File: config.mk
export PLATFORM = sky130hd
export DESIGN_NAME = mfic_deframer
export DESIGN_NICKNAME = d
export VERILOG_FILES = /design/src/rtl/mfic_pkg.sv /design/src/rtl/mfic_csum.sv /design/src/rtl/mfic_deframer.sv
export SDC_FILE = /design/constraint.sdc
export NUM_CORES = 1
export LEC_CHECK = 0
export BUFFER_PORTS_ARGS = -buffer_cell sky130_fd_sc_hd__buf_2
export CORE_ASPECT_RATIO = 0.75
export CORE_MARGIN = 4
export CORE_UTILIZATION = 52
export DETAILED_ROUTE_END_ITERATION = 8
export GPL_ROUTABILITY_DRIVEN = 0
export GPL_TIMING_DRIVEN = 1
export PLACE_DENSITY = 0.76
export SYNTH_ARGS = -nofsm -noshare
export SYNTH_HDL_FRONTEND = slang
export SYNTH_SLANG_ARGS = --single-unit
File: constraint.sdc
create_clock -name clk_10 -period 2.7 [get_ports clk_10]
set_input_delay 0.27 -clock clk_10 [delete_from_list [all_inputs] [get_ports clk_10]]
set_output_delay 0.27 -clock clk_10 [all_outputs]
set_load 0.02 [all_outputs]
File: src/rtl/mfic_pkg.sv
// Shared definitions for the MFIC frame deframer: FSM states, default sync word
// and header field layout.
package mfic_pkg;

    typedef enum logic [1:0] {
        HUNT,
        HDR,
        DATA,
        CHK
    } mfic_state_t;

    localparam logic [31:0] SYNC_DEFAULT = 32'hA5A5_5A5A;

    // Azimuth occupies the low half of the header word; the upper half is ignored.
    localparam int unsigned AZ_LSB = 0;
    localparam int unsigned AZ_W   = 16;

endpackage

File: src/rtl/mfic_csum.sv
// Frame checksum accumulator: modulo-2^WIDTH running sum of header and channel words.
module mfic_csum #(
    parameter int unsigned WIDTH = 32
) (
    input  logic             clk_10,
    input  logic             reset_b,
    input  logic             clear,
    input  logic             add,
    input  logic [WIDTH-1:0] din,
    output logic [WIDTH-1:0] value
);

    // clear seeds the sum with din (the header) rather than zero
    always_ff @(posedge clk_10 or negedge reset_b) begin
        if (!reset_b) begin
            value <= '0;
        end else if (clear) begin
            value <= din;
        end else if (add) begin
            value <= value + din;
        end
    end

endmodule

File: src/rtl/mfic_deframer.sv
// MFIC deframer: hunts for SYNC, collects header + N_CH channel words, verifies the
// checksum and publishes the frame atomically; an idle watchdog aborts stalled frames.
module mfic_deframer
    import mfic_pkg::*;
#(
    parameter int unsigned      WIDTH   = 32,
    parameter int unsigned      N_CH    = 16,
    parameter logic [WIDTH-1:0] SYNC    = WIDTH'(SYNC_DEFAULT),
    parameter int unsigned      TIMEOUT = 64
) (
    input  logic                  clk_10,
    input  logic                  reset_b,
    input  logic [WIDTH-1:0]      sig_in,
    input  logic                  ena_in,
    output logic [N_CH*WIDTH-1:0] ch_data,
    output logic [15:0]           azimuth,
    output logic                  strobe,
    output logic                  frame_err,
    output logic [15:0]           frame_cnt,
    output logic [15:0]           err_cnt
);

    localparam int unsigned IDX_W  = (N_CH > 1) ? $clog2(N_CH) : 1;
    localparam int unsigned IDLE_W = (TIMEOUT > 1) ? $clog2(TIMEOUT) : 1;

    mfic_state_t       state;
    logic [IDX_W-1:0]  idx;
    logic [IDLE_W-1:0] idle_cnt;
    logic [AZ_W-1:0]   hdr_az;
    logic [WIDTH-1:0]  shadow [N_CH];
    logic [WIDTH-1:0]  acc;
    logic              csum_clear;
    logic              csum_add;

    always_comb begin
        csum_clear = ena_in && (state == HDR);
        csum_add   = ena_in && (state == DATA);
    end

    mfic_csum #(
        .WIDTH (WIDTH)
    ) u_csum (
        .clk_10  (clk_10),
        .reset_b (reset_b),
        .clear   (csum_clear),
        .add     (csum_add),
        .din     (sig_in),
        .value   (acc)
    );

    always_ff @(posedge clk_10 or negedge reset_b) begin
        if (!reset_b) begin
            state     <= HUNT;
            idx       <= '0;
            idle_cnt  <= '0;
            hdr_az    <= '0;
            ch_data   <= '0;
            azimuth   <= '0;
            strobe    <= 1'b0;
            frame_err <= 1'b0;
            frame_cnt <= '0;
            err_cnt   <= '0;
            for (int unsigned k = 0; k < N_CH; k++) begin
                shadow[k] <= '0;
            end
        end else begin
            strobe    <= 1'b0;
            frame_err <= 1'b0;
            if (state != HUNT && !ena_in) begin
                if (idle_cnt == IDLE_W'(TIMEOUT - 1)) begin
                    frame_err <= 1'b1;
                    if (err_cnt != '1) begin
                        err_cnt <= err_cnt + 16'd1;
                    end
                    idle_cnt <= '0;
                    state    <= HUNT;
                end else begin
                    idle_cnt <= idle_cnt + 1'b1;
                end
            end else if (ena_in) begin
                idle_cnt <= '0;
                case (state)
                    HUNT: begin
                        if (sig_in == SYNC) begin
                            state <= HDR;
                        end
                    end
                    HDR: begin
                        hdr_az <= sig_in[AZ_LSB +: AZ_W];
                        idx    <= '0;
                        state  <= DATA;
                    end
                    DATA: begin
                        shadow[idx] <= sig_in;
                        if (idx == IDX_W'(N_CH - 1)) begin
                            state <= CHK;
                        end else begin
                            idx <= idx + 1'b1;
                        end
                    end
                    CHK: begin
                        if (sig_in == acc) begin
                            for (int unsigned k = 0; k < N_CH; k++) begin
                                ch_data[k*WIDTH +: WIDTH] <= shadow[k];
                            end
                            azimuth   <= hdr_az;
                            strobe    <= 1'b1;
                            frame_cnt <= frame_cnt + 16'd1;
                        end else begin
                            frame_err <= 1'b1;
                            if (err_cnt != '1) begin
                                err_cnt <= err_cnt + 16'd1;
                            end
                        end
                        state <= HUNT;
                    end
                endcase
            end
        end
    end

endmodule

# [Word level (Yosys, flattened, before mapping)]
# Index checks and enable logic that the tools add are counted.
[totals] register_bits=1134 in_bits=35 out_inout_bits=562 elab_cells=97
[op_classes] add_sub_neg=5 order_cmp=2 n_eq_ne=13 mux=31 bitwise=2 n_reduce_logical=17
[ops] op="512-bit bitwise mux" count=1
[ops] op="32-bit demux with 4-bit select" count=1
[ops] op="16-bit 2-to-1 mux" count=6
[ops] op="32-bit 2-to-1 mux" count=3
[ops] op="16-bit by 1-bit adder with 16-bit output (second input constant)" count=2
[ops] op="32-bit adder" count=1
[ops] op="32-bit equality test" count=1
[ops] op="32-bit equality test (second input constant)" count=1
[ops] op="6-bit 2-to-1 mux" count=3
[ops] op="16-bit != test (second input constant)" count=1
[ops] op="4-bit AND reduction" count=4
[ops] op="2-bit 2-to-1 mux" count=5
[ops] op="2-bit nonzero test" count=5
[ops] op="1-bit 2-to-1 mux" count=9
[ops] op="2-bit case mux with 4 select lines" count=1
[ops] op="4-bit case mux with 2 select lines" count=1
[ops] op="6-bit by 1-bit adder with 6-bit output (second input constant)" count=1
[ops] op="6-bit equality test (second input constant)" count=1
[ops] op="3-bit AND reduction" count=2
[ops] op="5-bit >= comparator (second input constant)" count=1
[ops] op="5-bit by 1-bit less-than comparator with 1-bit output (second input constant)" count=1
[ops] op="4-bit inverter with 5-bit output" count=1
[ops] op="4-bit by 1-bit adder with 4-bit output (second input constant)" count=1
[ops] op="2-bit equality test (second input constant)" count=2
[ops] op="11 further kinds" count=15

# [Longest topological paths before layout]
# Gate-level depths: netlist of the first run.
[depth] word_depth=6 ltp_mapped=10 ltp_nobuf=10

# [By module]
# From an unflattened synthesis of the first run, not the netlist that was laid out.
[unflattened] cells_unflattened=2899 area_unflattened_um2=44999.4
[modules_own_cells] module="mfic_deframer" n_inst=1 cells_per_inst=2569 area_each_um2=42157.9 seq_area_each_um2=27576.4
[modules_own_cells] module="mfic_csum" n_inst=1 cells_per_inst=330 area_each_um2=2841.5 seq_area_each_um2=800.8

# [Worst setup path before layout of the first run]
# No wires, ideal clock.
[synth_path] path_kind="reg-to-reg" startpoint="reg u_csum.value[0]" endpoint="reg u_csum.value[12]" setup_time_ps=127 arrival_ps=2365 t_required_ps=2573 path_slack_ps=207 stages_incl_launch_ff=10 n_path_buf=0 synth_period_minus_slack_ps=2493 path_cell_list="dfrtp_1 > ha_1 > fa_1 > a211oi_1 > o21ai_0 > a21boi_0 > o21ai_0 > xor2_1 > a222oi_1 > inv_1"
[synth_between] elab_chain_cells=3
[synth_rtl] item="start, declared" line_no="mfic_csum.sv:10" rtl="output logic [WIDTH-1:0] value"
[synth_rtl] item="start signal, assigned" line_no="mfic_csum.sv:18" rtl="value <= din;"
[synth_rtl] item="start signal, assigned" line_no="mfic_csum.sv:20" rtl="value <= value + din;"
[synth_rtl] item="32-bit adder" line_no="mfic_csum.sv:20"
[synth_rtl] item="32-bit 2-to-1 mux" line_no="mfic_csum.sv:19" rtl="end else if (add) begin"
[synth_rtl] item="32-bit 2-to-1 mux" line_no="mfic_csum.sv:17" rtl="end else if (clear) begin"
# Every way passes these cells. The select of a mux whose other input is x is not followed.
# A chain may end at the register's enable or synchronous reset.

# [Final worst setup path of the first run]
[layout_path] startpoint="reg u_csum.value[8]" endpoint="reg u_csum.value[27]"
# Same word-level chain as after synthesis.

==> results of run 1 <==
-- area by class of cell --
class,count,share of cell area
Sequential cell,1134,0.523
Multi-Input combinational cell,1591,0.289
Timing Repair Buffer,805,0.0934
Clock buffer,153,0.0557
Tap cell,1128,0.0260
Clock inverter,36,0.0105
Inverter,20,0.00138
Antenna cell,7,0.000323
-- worst max-delay path by stage --
stage / startpoint / endpoint / slack, ns / cells past startpoint
floorplan: u_csum.value[0] / u_csum.value[12] / 0.21 / 9
global placement: sig_in[8] / err_cnt[15] / -0.48 / 12
detailed placement: sig_in[8] / err_cnt[15] / -0.42 / 12
CTS: u_csum.value[0] / u_csum.value[20] / 0.002 / 10
global route: u_csum.value[8] / frame_cnt[7] / -0.05 / 10
finish: u_csum.value[8] / u_csum.value[27] / 0.05 / 10
-- state kept, by name, summed over array words and instances (netlist names) --
name / cells
azimuth: 16
ch_data: 512
err_cnt: 16
frame_cnt: 16
frame_err: 1
hdr_az: 16
idle_cnt: 6
idx: 4
shadow: 512
state: 2
strobe: 1
u_csum.value: 32
-- power groups by stage --
stage               combinational (mW)  sequential (mW)  clock [mW]
floorplan                         3.96             19.4           0
global placement                  6.10             19.5           0
detailed placement                6.25             19.6           0
CTS                               6.45             19.3        15.6
global route                      7.41             19.5        16.3
finish                            6.81             19.4        15.3
-- repair_timing --
item                                    in CTS  in global routing
hold endpoints to repair                    54                  0
hold buffers                                 2                  0
gates cloned                                 0                  1
buffers inserted                             3                  4
pin swaps                                    4                 17
endpoints found under the setup margin     564                511
gates resized for setup                     27                 34
-- layer usage --
metal	part of all wire	vias up	routed length [µm]	global-route usage
met5	0	-	0	0
met4	0.031	0	3740	0.0842
met1	0.44	14412	53700	0.377
met3	0.062	210	7570	0.0496
met2	0.47	875	57400	0.421
li1	-	11897	-	-
-- per-stage QoR --
stage	utilization	worst slack (ns)	cells	cell area, µm²	setup TNS [ns]
3_5_place_dp	0.591	-0.421	4668	50100	-131.88
3_3_place_gp	0.591	-0.483	4668	50100	-137.44
5_1_grt	0.640	-0.0520	4872	54200	-0.123
2_1_floorplan	-	0.207	2942	44800	0
6_report	0.640	0.0525	4874	54200	0
4_1_cts	0.636	0.00200	4862	53900	0
-- worst reg2reg max path: stages, from the launching register on --
cell and delay [ns]:
dfrtp_1 0.38, ha_2 0.34, buf_4 0.17, a21oi_1 0.12, o21ai_0 0.18, a2111o_1 0.47
o21ai_2 0.20, nor3_2 0.11, a2111oi_0 0.44, a21oi_1 0.09, nand2_1 0.08
-- placed cells by master, fill, tap and decap left out, types with 12 or more instances in the layout --
cell type	instances
clkbuf_1	28
nand3_1	18
ha_4	16
buf_2	595
o22ai_1	12
clkbuf_8	19
ha_1	24
nand4_1	20
nand2_1	97
a22oi_1	16
o21ai_0	41
xnor2_1	41
inv_1	20
nand2_2	12
mux2_2	996
xor2_1	16
dfrtp_1	1134
mux2_1	47
a21oi_1	53
a21o_1	15
clkbuf_16	107
nor2_1	46
buf_12	29
clkinv_2	13
buf_4	167
-- synth_stat cells, types with 3 or more instances --
master / instances
nand4_1: 20
o21bai_1: 8
nand2_1: 110
buf_6: 32
mux2_2: 996
inv_1: 20
o21a_1: 5
xnor2_1: 41
buf_4: 13
o22ai_1: 12
buf_2: 17
o31ai_1: 3
a22oi_1: 16
nand3_1: 20
a31oi_1: 3
and3_1: 9
nor3_1: 9
a21o_1: 15
nor4_1: 11
ha_1: 42
xor2_1: 16
a21oi_1: 54
o21ai_0: 42
a211oi_1: 4
and2_1: 5
a222oi_1: 3
nor2_1: 48
o21ai_1: 5
buf_1: 57
mux2_1: 47
dfrtp_1: 1134
clkbuf_1: 77
-- cell families after synthesis --
family          count (synthesis)  share of synthesized area
mux                          1045                      0.263
xor+xnor                       57                     0.0112
fa+ha+maj                      43                     0.0122
simple gates                  257                     0.0279
flops                        1134                      0.634
compound gates                189                     0.0268
buf+inv                       217                     0.0252
==> flow_summary.toml, run 1 <==
[power_and_ir_drop]
clkPwrFrac = 0.369
comb_power_share = 0.164
sw_frac_of_total = 0.266
leakage_nw = 29.3
power_mw = 41.5
peakVddDrop_mv = 0.574
seq_power_share = 0.467
power.internal_mw = 30.5
power_density_nw_per_um2 = 766
p_switching_mw = 11.1

[synth]
synth_area_leaders = "dfrtp_1 63%, mux2_2 25%, mux2_1 1.2%"
synth_edf_count = 0
ys_warn_count = 0
ys_types = 68
yosysSeqAreaShare = 0.634
synth.avg_cell_area_um2 = 15.2
ys.flop_type = "dfrtp_1"
synth_cells = 2942
yosysTopAreaCell = "dfrtp_1"
synth_seq_cells = 1134
syn_area_um2 = 44800
yosys.area.top_type_share = 0.634
synthArstFlopShare = 1.00
syn_nets = 3020

[critical_path]
slowest_stage = "a2111o_1"
worst-r2r-cell-count = 10
slowest_delay_ns = 0.47
r2r_end = "u_csum.value[27]"
crit_chain = "ha_2 -> buf_4 -> a21oi_1 -> o21ai_0 -> a2111o_1 -> o21ai_2 -> nor3_2 -> a2111oi_0 -> a21oi_1 -> nand2_1"
startpoint_type = "flop"
worstPathArrival_ns = 3.26
worstReg2RegStart = "u_csum.value[8]"
r2r_setup_slack_ns = 0.05
cp_common_cell = "a21oi_1"
worstPathRequired_ns = 3.31
crit_family = "compound AO/OA/AOI/OAI gates"
crit_path_end_kind = "flop"
crit_type = "reg -> reg"
path_buf_inv = 1
crit_fanout = 4

[clock_tree]
cts_buffers = 105
htreeDepth = 3
cts_buffer_depth = 3
tritoncts = "done"
insertion_delay_ns = 0.68
cts.clk_slew.worst_paths_ns = 0.07
clock-root-buffer = "clkbuf_16"
numClockSinks = 1134

[layout]
drive_above_1_share = 0.541
regArea_um2 = 28400
layout.nets = 3735
multi_input_area_um2 = 15700
syn_to_final_growth_pct = 21.1
fillCellCount = 6185

[global_route]
overflow = 0
grt_pass1_wl_um = 183000
grt_usage = 0.265
grt_max_degree = 102
grt_pass1_vias = 28568
antenna_found_initial = 9

[timing]
period_share = 0.981
drv_slew = 0
fmax_ghz = 0.378
skew_ns = 0.0260
rsz0062_at_grt = "yes"
slew_headroom = 0.512
period_needed_ns = 2.65
worstMarginPinSlew_ns = 0.731
finalHoldViolations = 0
whs_ns = 0.0722
finalSetupViolCount = 0

[die]
initial_core_util = 0.528
rows = 92
core_um2 = 84700
die-area_um2 = 90900
io_pins = 597
dieHeight_um = 262
die_x_um = 347

[min_path]
worstHoldStart = "sig_in[31]"
holdCritPathClass = "in -> reg"
hold_end = "u_csum.value[31]"
worstHoldPathCells = 4

[placement]
io_buffers = 596
hpwl_um = 81600

[routing]
drt_pass1_iterations = 5
final_antenna_net_count = 0
vias = 27394
via_per_inst = 5.62
drtIter0Drc = 1896
wirelength_um = 122000
wl_per_cell_um = 25.1
drc = 0

[job]
max-cap-violations = 0

[run_status]
status = "completed"
Note: power is estimated with default switching activity, not from simulation.
==> run 2: changes to the inputs <==
Settings changed: ABC_AREA set to 1.
==> flow_summary.toml, run 2 <==
[power_and_ir_drop]
sw_frac_of_total = 0.232
p_switching_mw = 8.22
power_density_nw_per_um2 = 660
clkPwrFrac = 0.450
power_mw = 35.4
peakVddDrop_mv = 0.547
seq_power_share = 0.487
comb_power_share = 0.063
power.internal_mw = 27.2
leakage_nw = 30.2

[synth]
ys_warn_count = 0
synth.avg_cell_area_um2 = 8.89
synthArstFlopShare = 1.00
syn_nets = 5117
yosysMostFrequentCell = "nand2_1"
synth_edf_count = 0
syn_area_um2 = 44800
synth_area_leaders = "dfrtp_1 63%, nand2_1 21%, o21ai_0 6.5%"
synth_common_cells = "2487 x nand2_1, 1134 x dfrtp_1, 585 x o21ai_0"
yosys.area.top_type_share = 0.633
ys.flop_type = "dfrtp_1"
synth_cells = 5039
synth_seq_cells = 1134
yosysSeqAreaShare = 0.633
yosysTopAreaCell = "dfrtp_1"
ys_types = 35

[die]
io_pins = 597
die-area_um2 = 91000
initial_core_util = 0.529
rows = 92
dieHeight_um = 262
die_x_um = 347
core_um2 = 84700

[timing]
period_needed_ns = 2.58
finalHoldViolations = 0
worstMarginPinSlew_ns = 1.03
period_share = 0.955
fmax_ghz = 0.388
skew_ns = 0.0228
rsz0062_at_grt = "yes"
drv_slew = 0
setup_ws_ns = 0.121
whs_ns = 0.0574
slew_headroom = 0.309
finalSetupViolCount = 0
finalSetupTns_ns = 0

[routing]
drtIter0Drc = 3735
wl_per_cell_um = 19.6
vias = 36572
wirelength_um = 135000
final_antenna_net_count = 0
drt_pass1_iterations = 5
drc = 0
via_per_inst = 5.33

[layout]
syn_to_final_growth_pct = 19.7
reg.largest.list = "ch_data x512, shadow x512, u_csum.value x32"
layout.nets = 5719
layout_commonest_cell = "nand2_1"
utilization = 0.633
layout_common_cells = "2471 x nand2_1, 1134 x dfrtp_1, 595 x buf_2, 585 x o21ai_0, 232 x inv_1"
final_cell_count_no_fill = 6857
drive_above_1_share = 0.165
fin_area_um2 = 53600

[clock_tree]
tritoncts = "done"
cts.clk_slew.worst_paths_ns = 0.07
clock-root-buffer = "clkbuf_16"
insertion_delay_ns = 0.67
cts_buffers = 105
htreeDepth = 3
cts_resized = 0
numClockSinks = 1134
cts_buffer_depth = 3

[critical_path]
crit_type = "reg -> reg"
r2r_setup_slack_ns = 0.12
worstPathArrival_ns = 3.18
crit_fanout = 40
crit_path_end_kind = "flop"
worstPathRequired_ns = 3.30
startpoint_type = "flop"

[placement]
io_buffers = 596
dp.cells = 6647
placed_cell_area_um2 = 49700
hpwl_um = 90400
place_ws_ns = 0.0179

[job]
max-cap-violations = 0

[global_route]
grt_pass1_wl_um = 210000
grt_max_degree = 146
grt_pass1_vias = 36085
grt_usage = 0.293
overflow = 0
antenna_found_initial = 3

[run_status]
status = "completed"

[min_path]
holdCritPathClass = "in -> reg"
-- run 2: cell count changes in the layout (fill, tap and decap cells not counted), moves of 28 or more --
cell | before | now
a21oi_1 | 53 | 25
buf_4 | 167 | 105
inv_1 | 20 | 232
mux2_1 | 47 | 0
mux2_2 | 996 | 0
nand2_1 | 97 | 2471
nand3_1 | 18 | 79
o21ai_0 | 41 | 585
-- run 2: final cells by class --
class,count,area (µm²)
Timing Repair Buffer,756,4740
Clock buffer,152,3100
Fill cell,6909,31100
Clock inverter,42,647
Inverter,238,901
Sequential cell,1134,28400
Multi-Input combinational cell,3406,14500
Tap cell,1128,1410
Antenna cell,1,2.50
-- run 2: logic make-up (layout without fill, tap and decap cells) --
| logic type | after synthesis | after routing | share of synthesized area |
|---|---|---|---|
| fa+ha+maj | 43 | 43 | 0.0122 |
| flops | 1134 | 1134 | 0.633 |
| buf+inv | 499 | 1188 | 0.0451 |
| xor+xnor | 41 | 41 | 0.00801 |
| compound gates | 625 | 625 | 0.0707 |
| simple gates | 2697 | 2697 | 0.231 |
| other cells | 0 | 1 | 0 |
-- run 2: layer usage --
| metal | share of wire | up-vias | GRT usage |
|---|---|---|---|
| li1 | - | 16890 | - |
| met1 | 0.40 | 17862 | 0.401 |
| met2 | 0.47 | 1500 | 0.460 |
| met3 | 0.083 | 318 | 0.0600 |
| met4 | 0.046 | 2 | 0.125 |
| met5 | 0.000067 | - | 0 |
-- run 2: worst paths after layout --
| path | to | cells after the start | from |
|---|---|---|---|
| max | ch_data[294] | 11 | u_csum.value[21] |
| min | frame_err | 3 | ena_in |
| max reg2reg | ch_data[294] | 11 | u_csum.value[21] |
| min reg2reg | ch_data[47] | 2 | shadow[463] |
| max in group asynchronous | ch_data[372] | 3 | reset_b |
| min in group asynchronous | hdr_az[7] | 2 | reset_b |
-- run 2: power by group through the flow --
stage	Sequential [mW]	Clock (mW)	Combinational, mW
floorplan	17.5	0	1.11
global placement	17.6	0	2.13
detailed placement	17.6	0	2.17
CTS	17.3	16.1	2.20
global route	17.3	16.8	2.48
finish	17.3	15.9	2.22
-- run 2: timing repair --
action | in CTS | in global routing
setup buffers | 0 | 1
setup endpoints to repair | 0 | 500
endpoints found under the hold margin | 220 | 0
hold buffers | 14 | 0
-- run 2: worst max-delay path, cell delays in order (launching register included) --
cell and delay [ns]:
dfrtp_1 0.39, ha_1 0.38, nor2_1 0.14, nand4_1 0.16, nor3_2 0.24, nand2_1 0.19, nor2_4 0.16, buf_12 0.14
buf_12 0.23, buf_12 0.25, nand2_1 0.10, nand2_1 0.09
==> run 3: changes to the inputs <==
Settings changed: REMOVE_ABC_BUFFERS set to 1, SYNTH_HIERARCHICAL set to 1.
==> flow_summary.toml, run 3 <==
[run_status]
status = "completed"

[layout]
multi_input_area_um2 = 15100
layout_commonest_cell = "nand2_1"
syn_to_final_growth_pct = 19.1
fillCellCount = 7090
regArea_um2 = 28400
reg.largest.list = "ch_data x512, shadow x512, u_csum/value x32"
layout_common_cells = "2519 x nand2_1, 1134 x dfrtp_1, 595 x buf_2, 548 x o21ai_0, 192 x inv_1"
final_cell_count_no_fill = 6933
layout.nets = 5781
drive_above_1_share = 0.166

[timing]
finalHoldViolations = 0
worstMarginPinSlew_ns = 0.767
fmax_ghz = 0.374
slew_headroom = 0.488
period_share = 0.990
drv_slew = 0
period_needed_ns = 2.67
finalSetupViolCount = 0
rsz0062_at_grt = "no"
skew_ns = 0.0226

[routing]
final_antenna_net_count = 0
drt_pass1_iterations = 5
vias = 37059
wirelength_um = 134000
drtIter0Drc = 3617
via_per_inst = 5.35
drc = 0
wl_per_cell_um = 19.3

[job]
max-cap-violations = 0

[critical_path]
slowest_delay_ns = 0.42
crit_path_end_kind = "flop"
startpoint_type = "flop"
cp_common_cell = "nand2_1"
worstPathRequired_ns = 3.25
r2r_setup_slack_ns = 0.03
crit_chain = "xnor2_1 -> nand2_1 -> nor2_1 -> nand2_1 -> nor2_4 -> nand3_4 -> buf_4 -> buf_12 -> nand2_1 -> nand2_1"
slowest_stage = "xnor2_1"
crit_type = "reg -> reg"
worstPathArrival_ns = 3.23
crit_fanout = 140

[die]
core_um2 = 86100
initial_core_util = 0.525
dieHeight_um = 263
die_x_um = 349
die-area_um2 = 91800
io_pins = 597
rows = 93

[power_and_ir_drop]
peakVddDrop_mv = 0.520
leakage_nw = 30.4
clkPwrFrac = 0.433
comb_power_share = 0.065
power_mw = 34.4
seq_power_share = 0.502
power.internal_mw = 26.1
p_switching_mw = 8.30
sw_frac_of_total = 0.241
power_density_nw_per_um2 = 639

[clock_tree]
numClockSinks = 1134
tritoncts = "done"
cts.clk_slew.worst_paths_ns = 0.07
cts_buffers = 105
cts_buffer_depth = 3
htreeDepth = 3
clock-root-buffer = "clkbuf_16"
insertion_delay_ns = 0.67

[synth]
yosysSeqAreaShare = 0.627
ys_types = 36
synth_area_leaders = "dfrtp_1 63%, nand2_1 21%, o21ai_0 6.1%"
synth_seq_cells = 1134
synthArstFlopShare = 1.00
synth_cells = 5098
ys.flop_type = "dfrtp_1"
synth_edf_count = 0
synth.avg_cell_area_um2 = 8.87
yosysMostFrequentCell = "nand2_1"
synth_common_cells = "2536 x nand2_1, 1134 x dfrtp_1, 548 x o21ai_0"
yosys.area.top_type_share = 0.627
ys_warn_count = 6
syn_area_um2 = 45200
yosysTopAreaCell = "dfrtp_1"

[global_route]
grt_max_degree = 141
overflow = 0
antenna_found_initial = 8
grt_usage = 0.289
grt_pass1_wl_um = 209000
grt_pass1_vias = 36236

[min_path]
holdCritPathClass = "in -> reg"

[placement]
io_buffers = 596
hpwl_um = 88600
dp.cells = 6705
[run 3: power groups by stage]
stage,clock (mW),sequential [mW],combinational (mW)
6_report,14.9,17.3,2.23
5_1_grt,15.8,17.3,2.52
4_1_cts,15.1,17.3,2.22
3_5_place_dp,0,17.6,2.17
3_3_place_gp,0,17.6,2.13
2_1_floorplan,0,17.6,1.17
[run 3: layout make-up]
cell class	instances	share of cell area
antenna	5	0.000232
timing repair buffer	763	0.0880
inverter	206	0.0145
sequential	1134	0.527
clock inverter	38	0.00789
tap	1140	0.0265
clock buffer	154	0.0561
multi-input combinational	3493	0.280
[run 3: cell families after synthesis]
| logic type | share of synthesized area |
|---|---|
| AOI/OAI and AO/OA | 0.0695 |
| DFF | 0.627 |
| and+or+nand+nor | 0.238 |
| buffers and inverters | 0.0418 |
| xor gates and xnor gates | 0.0108 |
| adders and majority gates | 0.0121 |
[run 3: worst max-delay path, delay by kind of cell (launching register included)]
kind | cells | cell delay, ns
xor gates and xnor gates | 1 | 0.42
buffers and inverters | 2 | 0.58
DFF | 1 | 0.41
and+or+nand+nor | 7 | 0.99
[run 3: what timing repair did]
action	4_1_cts	5_1_grt
hold endpoints to repair	340	0
hold buffers	31	0
endpoints found under the setup margin	0	64
resized for setup	0	2
buffers inserted	0	0
[run 3: final timing paths]
check	cells after the start	to	start
max	10	ch_data[91]	u_csum/value[31]
min reg2reg	2	ch_data[205]	shadow[301]
min	4	idle_cnt[1]	ena_in
min in group asynchronous	2	ch_data[145]	reset_b
max in group asynchronous	4	ch_data[436]	reset_b
max reg2reg	10	ch_data[91]	u_csum/value[31]
[run 3: metal layers]
metal | vias to the layer above | track usage | share of wire
met4 | 8 | 0.0887 | 0.029
met1 | 18174 | 0.413 | 0.43
met5 | - | 0 | 0.00043
met2 | 1502 | 0.456 | 0.46
met3 | 239 | 0.0513 | 0.078
li1 | 17136 | - | -
[run 3: metrics by stage]
stage | setup TNS [ns] | util | setup WS, ns | hold slack [ns] | instance area [µm²]
2_1_floorplan | -6062.59 | - | -11.43 | -0.0256 | 44100
3_3_place_gp | 0 | 0.582 | 0.122 | 0.228 | 50100
3_5_place_dp | 0 | 0.582 | 0.126 | 0.227 | 50100
4_1_cts | 0 | 0.626 | 0.147 | 0.00877 | 53900
5_1_grt | 0 | 0.626 | 0.00818 | 0.0746 | 53900
6_report | 0 | 0.626 | 0.0271 | 0.0620 | 53900
